**src/rtl/pipe_hazard_ctrl.sv**
```systemverilog
// Prioritised hazard controller beside the ID stage: load-use / branch-operand stalls,
// ID branch forwarding selects, flushes and dmem freezes. Optional counters: HAZ_PERF_CNT_EN.
module pipe_hazard_ctrl #(
  parameter int REG_AW = 5
) (
  input  logic              clk,
  input  logic              rst_n,
  input  logic [REG_AW-1:0] IF_IDrs1,
  input  logic [REG_AW-1:0] IF_IDrs2,
  input  logic              IF_IDuseRs1,
  input  logic              IF_IDuseRs2,
  input  logic              IF_IDbranch,
  input  logic              branch_taken,
  input  logic [REG_AW-1:0] ID_EXrd,
  input  logic              ID_EXregWrite,
  input  logic              ID_EXmemRead,
  input  logic [REG_AW-1:0] EX_MEMrd,
  input  logic              EX_MEMregWrite,
  input  logic              EX_MEMmemRead,
  input  logic [REG_AW-1:0] MEM_WBrd,
  input  logic              MEM_WBregWrite,
  input  logic              ex_redirect,
  input  logic              dmem_wait,
  output logic              PCwrite,
  output logic              IF_IDwrite,
  output logic              IF_IDflush,
  output logic              ID_EXbubble,
  output logic              pipe_freeze,
  output logic [1:0]        br_rs1_sel,
  output logic [1:0]        br_rs2_sel
`ifdef HAZ_PERF_CNT_EN
  ,
  output logic [31:0]       stall_cnt,
  output logic [31:0]       flush_cnt
`endif
);

  typedef enum logic [1:0] {
    RUN    = 2'd0,
    STALL2 = 2'd1,
    STALL1 = 2'd2
  } state_t;

  state_t state, state_nxt;
  logic   stall;
  logic   ex_rs1, ex_rs2, mem_rs1, mem_rs2, wb_rs1, wb_rs2;
  logic   hz_lu, hz_ba, hz_bl, hz_bl2, hazard;

  function automatic logic hit(input logic [REG_AW-1:0] rd,
                               input logic [REG_AW-1:0] rs,
                               input logic              en);
    return en && (rd != '0) && (rd == rs);
  endfunction

  always_comb begin
    ex_rs1  = hit(ID_EXrd,  IF_IDrs1, IF_IDuseRs1);
    ex_rs2  = hit(ID_EXrd,  IF_IDrs2, IF_IDuseRs2);
    mem_rs1 = hit(EX_MEMrd, IF_IDrs1, IF_IDuseRs1);
    mem_rs2 = hit(EX_MEMrd, IF_IDrs2, IF_IDuseRs2);
    wb_rs1  = hit(MEM_WBrd, IF_IDrs1, IF_IDuseRs1);
    wb_rs2  = hit(MEM_WBrd, IF_IDrs2, IF_IDuseRs2);

    hz_lu  = ID_EXmemRead && (ex_rs1 || ex_rs2);
    hz_ba  = IF_IDbranch && ID_EXregWrite && !ID_EXmemRead && (ex_rs1 || ex_rs2);
    hz_bl  = IF_IDbranch && ID_EXmemRead && (ex_rs1 || ex_rs2);
    hz_bl2 = IF_IDbranch && EX_MEMmemRead && (mem_rs1 || mem_rs2);
    hazard = hz_lu || hz_ba || hz_bl || hz_bl2;
  end

  always_comb begin
    br_rs1_sel = 2'b00;
    br_rs2_sel = 2'b00;
    if (rst_n && IF_IDbranch) begin
      if (EX_MEMregWrite && !EX_MEMmemRead && mem_rs1) br_rs1_sel = 2'b01;
      else if (MEM_WBregWrite && wb_rs1)               br_rs1_sel = 2'b10;
      if (EX_MEMregWrite && !EX_MEMmemRead && mem_rs2) br_rs2_sel = 2'b01;
      else if (MEM_WBregWrite && wb_rs2)               br_rs2_sel = 2'b10;
    end
  end

  // Reset is folded in here so outputs take their reset values without waiting for a clock.
  always_comb begin
    state_nxt   = state;
    stall       = 1'b0;
    PCwrite     = 1'b1;
    IF_IDwrite  = 1'b1;
    IF_IDflush  = 1'b0;
    ID_EXbubble = 1'b0;
    pipe_freeze = 1'b0;
    if (!rst_n) begin
      state_nxt = RUN;
    end else if (dmem_wait) begin
      pipe_freeze = 1'b1;
      PCwrite     = 1'b0;
      IF_IDwrite  = 1'b0;
    end else if (ex_redirect) begin
      IF_IDflush  = 1'b1;
      ID_EXbubble = 1'b1;
      IF_IDwrite  = 1'b0;
      state_nxt   = RUN;
    end else begin
      unique case (state)
        STALL2: begin
          stall     = 1'b1;
          state_nxt = STALL1;
        end
        STALL1: begin
          stall     = 1'b1;
          state_nxt = RUN;
        end
        default: begin
          if (hazard) begin
            stall     = 1'b1;
            state_nxt = hz_bl ? STALL1 : RUN;
          end else if (IF_IDbranch && branch_taken) begin
            IF_IDflush = 1'b1;
            IF_IDwrite = 1'b0;
          end
        end
      endcase
      if (stall) begin
        PCwrite     = 1'b0;
        IF_IDwrite  = 1'b0;
        ID_EXbubble = 1'b1;
      end
    end
  end

  always_ff @(posedge clk or negedge rst_n) begin
    if (!rst_n) state <= RUN;
    else        state <= state_nxt;
  end

`ifdef HAZ_PERF_CNT_EN
  always_ff @(posedge clk or negedge rst_n) begin
    if (!rst_n) begin
      stall_cnt <= '0;
      flush_cnt <= '0;
    end else begin
      if (stall)      stall_cnt <= stall_cnt + 32'd1;
      if (IF_IDflush) flush_cnt <= flush_cnt + 32'd1;
    end
  end
`endif

endmodule

```
**config.mk**
```make
export PLATFORM = sky130hd
export DESIGN_NAME = pipe_hazard_ctrl
export DESIGN_NICKNAME = d
export VERILOG_FILES = /design/src/rtl/pipe_hazard_ctrl.sv
export SDC_FILE = /design/constraint.sdc
export NUM_CORES = 1
export LEC_CHECK = 0
export CAP_MARGIN = 10
export CORE_AREA = 2 2 46 48
export CTS_CLUSTER_SIZE = 24
export DETAILED_ROUTE_END_ITERATION = 10
export DIE_AREA = 0 0 48 50
export PLACE_DENSITY = 0.83
export SLEW_MARGIN = 20
export SYNTH_ARGS = -nofsm -noshare
export SYNTH_HDL_FRONTEND = slang
export SYNTH_SLANG_ARGS = --single-unit
```
**constraint.sdc**
```tcl
create_clock -name clk -period 1.8 [get_ports clk]
set_input_delay 0.18 -clock clk [delete_from_list [all_inputs] [get_ports clk]]
set_output_delay 0.18 -clock clk [all_outputs]
set_load 0.01 [all_outputs]
```
Word-level counts from Yosys, hierarchy flattened
Cells that the tools add are included.
{"block": "classes", "n_eq_ne": 10, "n_mux": 40, "reduce_logical": 39}
{"cell": "equality test 5 bit", "n": 6}
{"cell": "2-to-1 mux 1 bit", "n": 28}
{"cell": "logical AND 1 bit", "n": 27}
{"cell": "2-to-1 mux 2 bit", "n": 11}
{"cell": "nonzero test 5 bit", "n": 3}
{"cell": "logical OR 1 bit", "n": 5}
{"cell": "!= test 5 x 1 -> 1 bit (second input constant)", "n": 1}
{"cell": "case mux 2 bit (2 select lines)", "n": 1}
{"cell": "equality test 2 x 1 -> 1 bit (second input constant)", "n": 1}
{"cell": "equality test 2 bit (second input constant)", "n": 1}
{"cell": "logical NOT 1 bit", "n": 2}
{"cell": "!= test 2 bit (second input constant)", "n": 1}
{"cell": "AND reduction 2 bit", "n": 1}
{"cell": "OR reduction 2 bit", "n": 1}
{"block": "word_totals", "ff_bits": 2, "in_bits": 38, "output_inout_bits": 9}

Longest topological paths before layout
Gate-level depths: netlist of run 1.
{"block": "depth", "depth_word": 17, "depth_mapped": 5, "mapped_depth_nobuf": 5}

Worst setup path before layout of run 1
Ideal clock, no wire load.
{"block": "synth_path", "path_kind": "input port to output port", "startpoint": "input port EX_MEMrd[1]", "endpoint": "output port PCwrite", "arrival_time_ps": 1656, "slack_ps": -36, "cell_stages": 5, "path_cell_list": "or4_1 -> nor2_2 -> nor4_1 -> o211a_1 -> o41ai_1"}
{"block": "synth_between", "elab_chain_len": 15, "word_cells_on_any_way": 19, "cone_classes": "eq/ne (2); mux (9); reduce/logical (8)"}
{"element": "start, declared", "line": "17", "source": "input logic [REG_AW-1:0] EX_MEMrd,"}
{"element": "nonzero test 5 bit", "line": "52", "source": "return en && (rd != '0) && (rd == rs);"}
{"element": "logical AND 1 bit (2 in series)", "line": "52"}
{"element": "logical OR 1 bit (*)", "line": "66", "source": "hz_bl2 = IF_IDbranch && EX_MEMmemRead && (mem_rs1 || mem_rs2);"}
{"element": "logical AND 1 bit (*)", "line": "66"}
{"element": "logical OR 1 bit (*)", "line": "67", "source": "hazard = hz_lu || hz_ba || hz_bl || hz_bl2;"}
{"element": "2-to-1 mux 1 bit (*)", "line": "112", "source": "if (hazard) begin"}
{"element": "2-to-1 mux 1 bit (*)", "line": "102", "source": "unique case (state)"}
{"element": "2-to-1 mux 1 bit (*)", "line": "96", "source": "end else if (ex_redirect) begin"}
{"element": "2-to-1 mux 1 bit (*)", "line": "92", "source": "end else if (dmem_wait) begin"}
{"element": "2-to-1 mux 1 bit (*)", "line": "90", "source": "if (!rst_n) begin"}
{"element": "2-to-1 mux 1 bit (*)", "line": "121", "source": "if (stall) begin"}
{"element": "2-to-1 mux 1 bit (*)", "line": "96"}
{"element": "2-to-1 mux 1 bit (*)", "line": "92"}
{"element": "2-to-1 mux 1 bit (*)", "line": "90"}
{"element": "end, declared", "line": "24", "source": "output logic PCwrite,"}
Every way passes the cells marked *; elsewhere a longest branch is shown, timed or not. The select of a mux whose other input is x is not followed.

Worst setup path after layout of run 1
{"block": "layout_path", "startpoint": "input port EX_MEMrd[4]", "endpoint": "output port IF_IDflush"}
{"block": "layout_between", "elab_chain_len": 11, "word_cells_on_any_way": 15, "cone_classes": "eq/ne (2); mux (5); reduce/logical (8)"}
{"element": "nonzero test 5 bit", "line": "52"}
{"element": "logical AND 1 bit (2 in series)", "line": "52"}
{"element": "logical OR 1 bit (*)", "line": "66"}
{"element": "logical AND 1 bit (*)", "line": "66"}
{"element": "logical OR 1 bit (*)", "line": "67"}
{"element": "2-to-1 mux 1 bit (*)", "line": "112"}
{"element": "2-to-1 mux 1 bit (*)", "line": "102"}
{"element": "2-to-1 mux 1 bit (*)", "line": "96"}
{"element": "2-to-1 mux 1 bit (*)", "line": "92"}
{"element": "2-to-1 mux 1 bit (*)", "line": "90"}
{"element": "end, declared", "line": "26", "source": "output logic IF_IDflush,"}
Every way passes the cells marked *; elsewhere a longest branch is shown, timed or not.

==> results of run 1 <==
-- power by group --
group | internal (mW) | total (mW) | switching (mW)
combinational | 0.140 | 0.256 | 0.117
clock | 0 | 0 | 0
sequential | 0.0229 | 0.0231 | 0.000122
-- worst reg2reg max path, cell delays in order (launching register included) --
cell and delay (ns):
dfrtp_1 0.45, nor4b_2 0.30, a21o_1 0.11
-- logic make-up (layout without fill, tap and decap cells) --
| family | Yosys count | in the layout |
|---|---|---|
| simple gates | 30 | 30 |
| buf+inv | 1 | 67 |
| flops | 1 | 1 |
| compound gates | 13 | 13 |
| xor+xnor | 30 | 30 |
-- placed cells by master, fill, tap and decap left out, types with 2 or more instances in the layout --
master,instances
o41ai_2,2
xor2_2,3
buf_4,19
a21o_1,2
clkdlybuf4s15_2,2
dlygate4sd2_1,17
clkdlybuf4s15_1,2
nor4_2,2
nand3_1,2
or4_4,2
nand2_1,5
nor4_4,2
xor2_1,17
nor4_1,2
nor2b_1,2
clkdlybuf4s50_1,12
nand4_1,3
nor2_1,2
dlymetal6s2s_1,2
buf_6,3
and4_1,2
xnor2_1,10
buf_2,8
-- metal layers --
metal	GRT usage (%)	vias to the layer above
met5	0	-
li1	-	420
met2	41.56	29
met4	3.153	0
met3	0.7326	4
met1	23.41	397
-- repair_timing --
item / 4_1_cts / 5_1_grt
hold endpoints to repair: 0 / 0
resized for setup: 85 / 10
setup endpoints to repair: 9 / 9
buffers inserted: 2 / 1
hold buffers: 0 / 0
pin swaps: 15 / 12
-- area by class of cell --
class                   instances  area, um2
flip-flops and latches          1      25.02
multi-input cells              73      691.9
repair buffers                 66      558.0
well taps                      27      33.78
inverters                       1      3.754
fillers                       151      589.3
-- metrics by stage --
| stage | worst slack [ns] | cell area, um2 | power (mW) | std cells |
|---|---|---|---|---|
| final | -0.2050 | 1313 | 0.2795 | 168 |
| after global placement | -0.8911 | 1212 | 0.2632 | 165 |
| after CTS | -0.2855 | 1264 | 0.2716 | 167 |
| after global routing | -0.2803 | 1313 | 0.2993 | 168 |
| after floorplan | 0.05081 | 590.6 | 0.1011 | 75 |
| after detailed placement | -0.9269 | 1212 | 0.2678 | 165 |
-- final timing paths --
path | start | endpoint
min in group clk | state[1] | state[1]
worst max-delay path | EX_MEMrd[4] | IF_IDflush
worst min-delay path | rst_n | state[1]
max in group asynchronous | rst_n | state[1]
worst max register to register | state[1] | state[1]
worst min register to register | state[1] | state[1]
==> out/summary.json, run 1 <==
{
  "first_pass_iters": 4,
  "clkLatencyLatePin_ns": 0,
  "ys_seq_area_share_pct": 4.292,
  "floorplan.initialDensity_pct": 30.66,
  "wl_per_cell_um": 14.29,
  "antenna-diode-count": 0,
  "ys_types": 27,
  "setup_slack_ns": -0.2050,
  "drive_gt1_share_pct": 36.17,
  "flip_flop_and_latch_count_after_synthesis": 1,
  "postLayoutCoreUtil_pct": 69.01,
  "worstSetupPathDepth": 8,
  "grt_usage_pct": 21.09,
  "fmax_ghz": 0.4988,
  "m1WireLength_um": 931,
  "synth-main-ff-cell": "dfrtp_1",
  "hold_violations": 0,
  "synth.most_common_cell": "xor2_1",
  "timing.critical_path.slowest_stage_cell": "or4_4",
  "yosys.area_share.adder_pct": 0,
  "placement.io_buffers": 46,
  "min-delay-path-class": "in2async",
  "cpLargestDelayFamily": "simple AND/OR/NAND/NOR gates",
  "setup_cp_type": "in2out",
  "coreArea_um2": 1902,
  "number_of_synthesized_flops_with_an_enable_pin": 0,
  "syn-instance-count": 75,
  "synth.cell_area_um2": 583.1,
  "grt_pass1_vias": 916,
  "dp_hpwl_um": 1916,
  "worst-endpoint-required_ns": 1.62,
  "drv_slew": 0,
  "final_net_count": 181,
  "synth-async-reset-ratio_pct": 100.0,
  "largest-register": "state",
  "finalClockSkew_ns": 0,
  "cp_common_cell": "buf_6",
  "remaining_global_route_overflow": 0,
  "crit_chain": "buf_6 > or4_4 > nor2_4 > nor4_4 > o211a_1 > buf_6 > o31ai_4 > buf_2",
  "timing.critical_path.fanout_max": 4,
  "via_count": 850,
  "synthSimpleGateAreaFrac_pct": 29.83,
  "rr_worst_depth": 2,
  "final.period_utilization_pct": 111.4,
  "synthTopCellsByCount": "xor2_1, xnor2_1, nor4_1",
  "leakagePower_nw": 0.5725,
  "timing.final.crit_period_ns": 2.005,
  "violations": "setup timing",
  "worst_hold_slack_ns": 0.5295,
  "worstMarginPinSlew_ns": 0.3048,
  "vdd.ir_drop.worst_mv": 0.1764,
  "fp.dieH_um": 50,
  "synth_largest_area_cell": "xor2_1",
  "synth_top_family_by_area": "XOR/XNOR gates",
  "synth.top_cell.area_share_pct": 30.04,
  "pwr_density_nw_per_um2": 213.0,
  "synthMuxAreaShare_pct": 0,
  "route.detailed.drc": 0,
  "setup.worst_path.start_class": "primary input",
  "synth_compound_gate_area_share_pct": 20.17,
  "largestRegisters": "state (1)",
  "yosys_warnings": 0,
  "synthTopCellsByArea": "xor2_1, xnor2_1, nor4_1",
  "core.rowCount": 16,
  "grt_first_pass_wirelength_um": 3870,
  "floorplan.die.width_um": 48,
  "postSynthNetCount": 113,
  "cp.arrival_ns": 1.83,
  "total_negative_setup_slacks_ns": -0.6884,
  "antenna_found_initial": 0,
  "finalWeightedCongestion": 0.8888,
  "setup.worst_path.end_class": "output port",
  "drt_iter0_drc": 13,
  "met3_wirelength_um": 129,
  "area_growth_synth_to_finish_pct": 125.1,
  "clock_slew_at_reported_path_ffs_ns": 0,
  "timing.critical_path.buf_inv": 3,
  "route.final.wire_length_um": 2401,
  "viasPerCell": 5.060,
  "flip_flop_count_of_the_largest_register_all_copies_and_words_added": 1,
  "met2RoutedLength_um": 1313,
  "io_pins": 47,
  "detail-route-antenna-nets": 0,
  "route.top_layer_used": "met4",
  "slew-limit-headroom_pct": 79.49,
  "timing.max_cap.violations": 0,
  "grt_start_max_net_pins": 7,
  "synthXorXnorAreaFrac_pct": 45.06,
  "status": "finished, violations left",
  "rsz_0062_raised_after_global_routing": "yes",
  "crit_path_max_incr_delay_ns": 0.54,
  "setup_viol": 4,
  "syn_area_per_cell_um2": 7.774,
  "die_area_um2": 2400,
  "slack_of_the_worst_reg_to_reg_path_ns": 0.88
}
Note: power is estimated with default switching activity, not from simulation.
==> run 2: changes to the inputs <==
--- a/config.mk
+++ b/config.mk
@@ -5,7 +5,6 @@
 export SDC_FILE = /design/constraint.sdc
 export NUM_CORES = 1
 export LEC_CHECK = 0
-export CAP_MARGIN = 10
 export CORE_AREA = 2 2 46 48
 export CTS_CLUSTER_SIZE = 24
 export DETAILED_ROUTE_END_ITERATION = 10
==> results of run 2 <==
No change in the layout: final DEF, timing and power equal those of run 1.
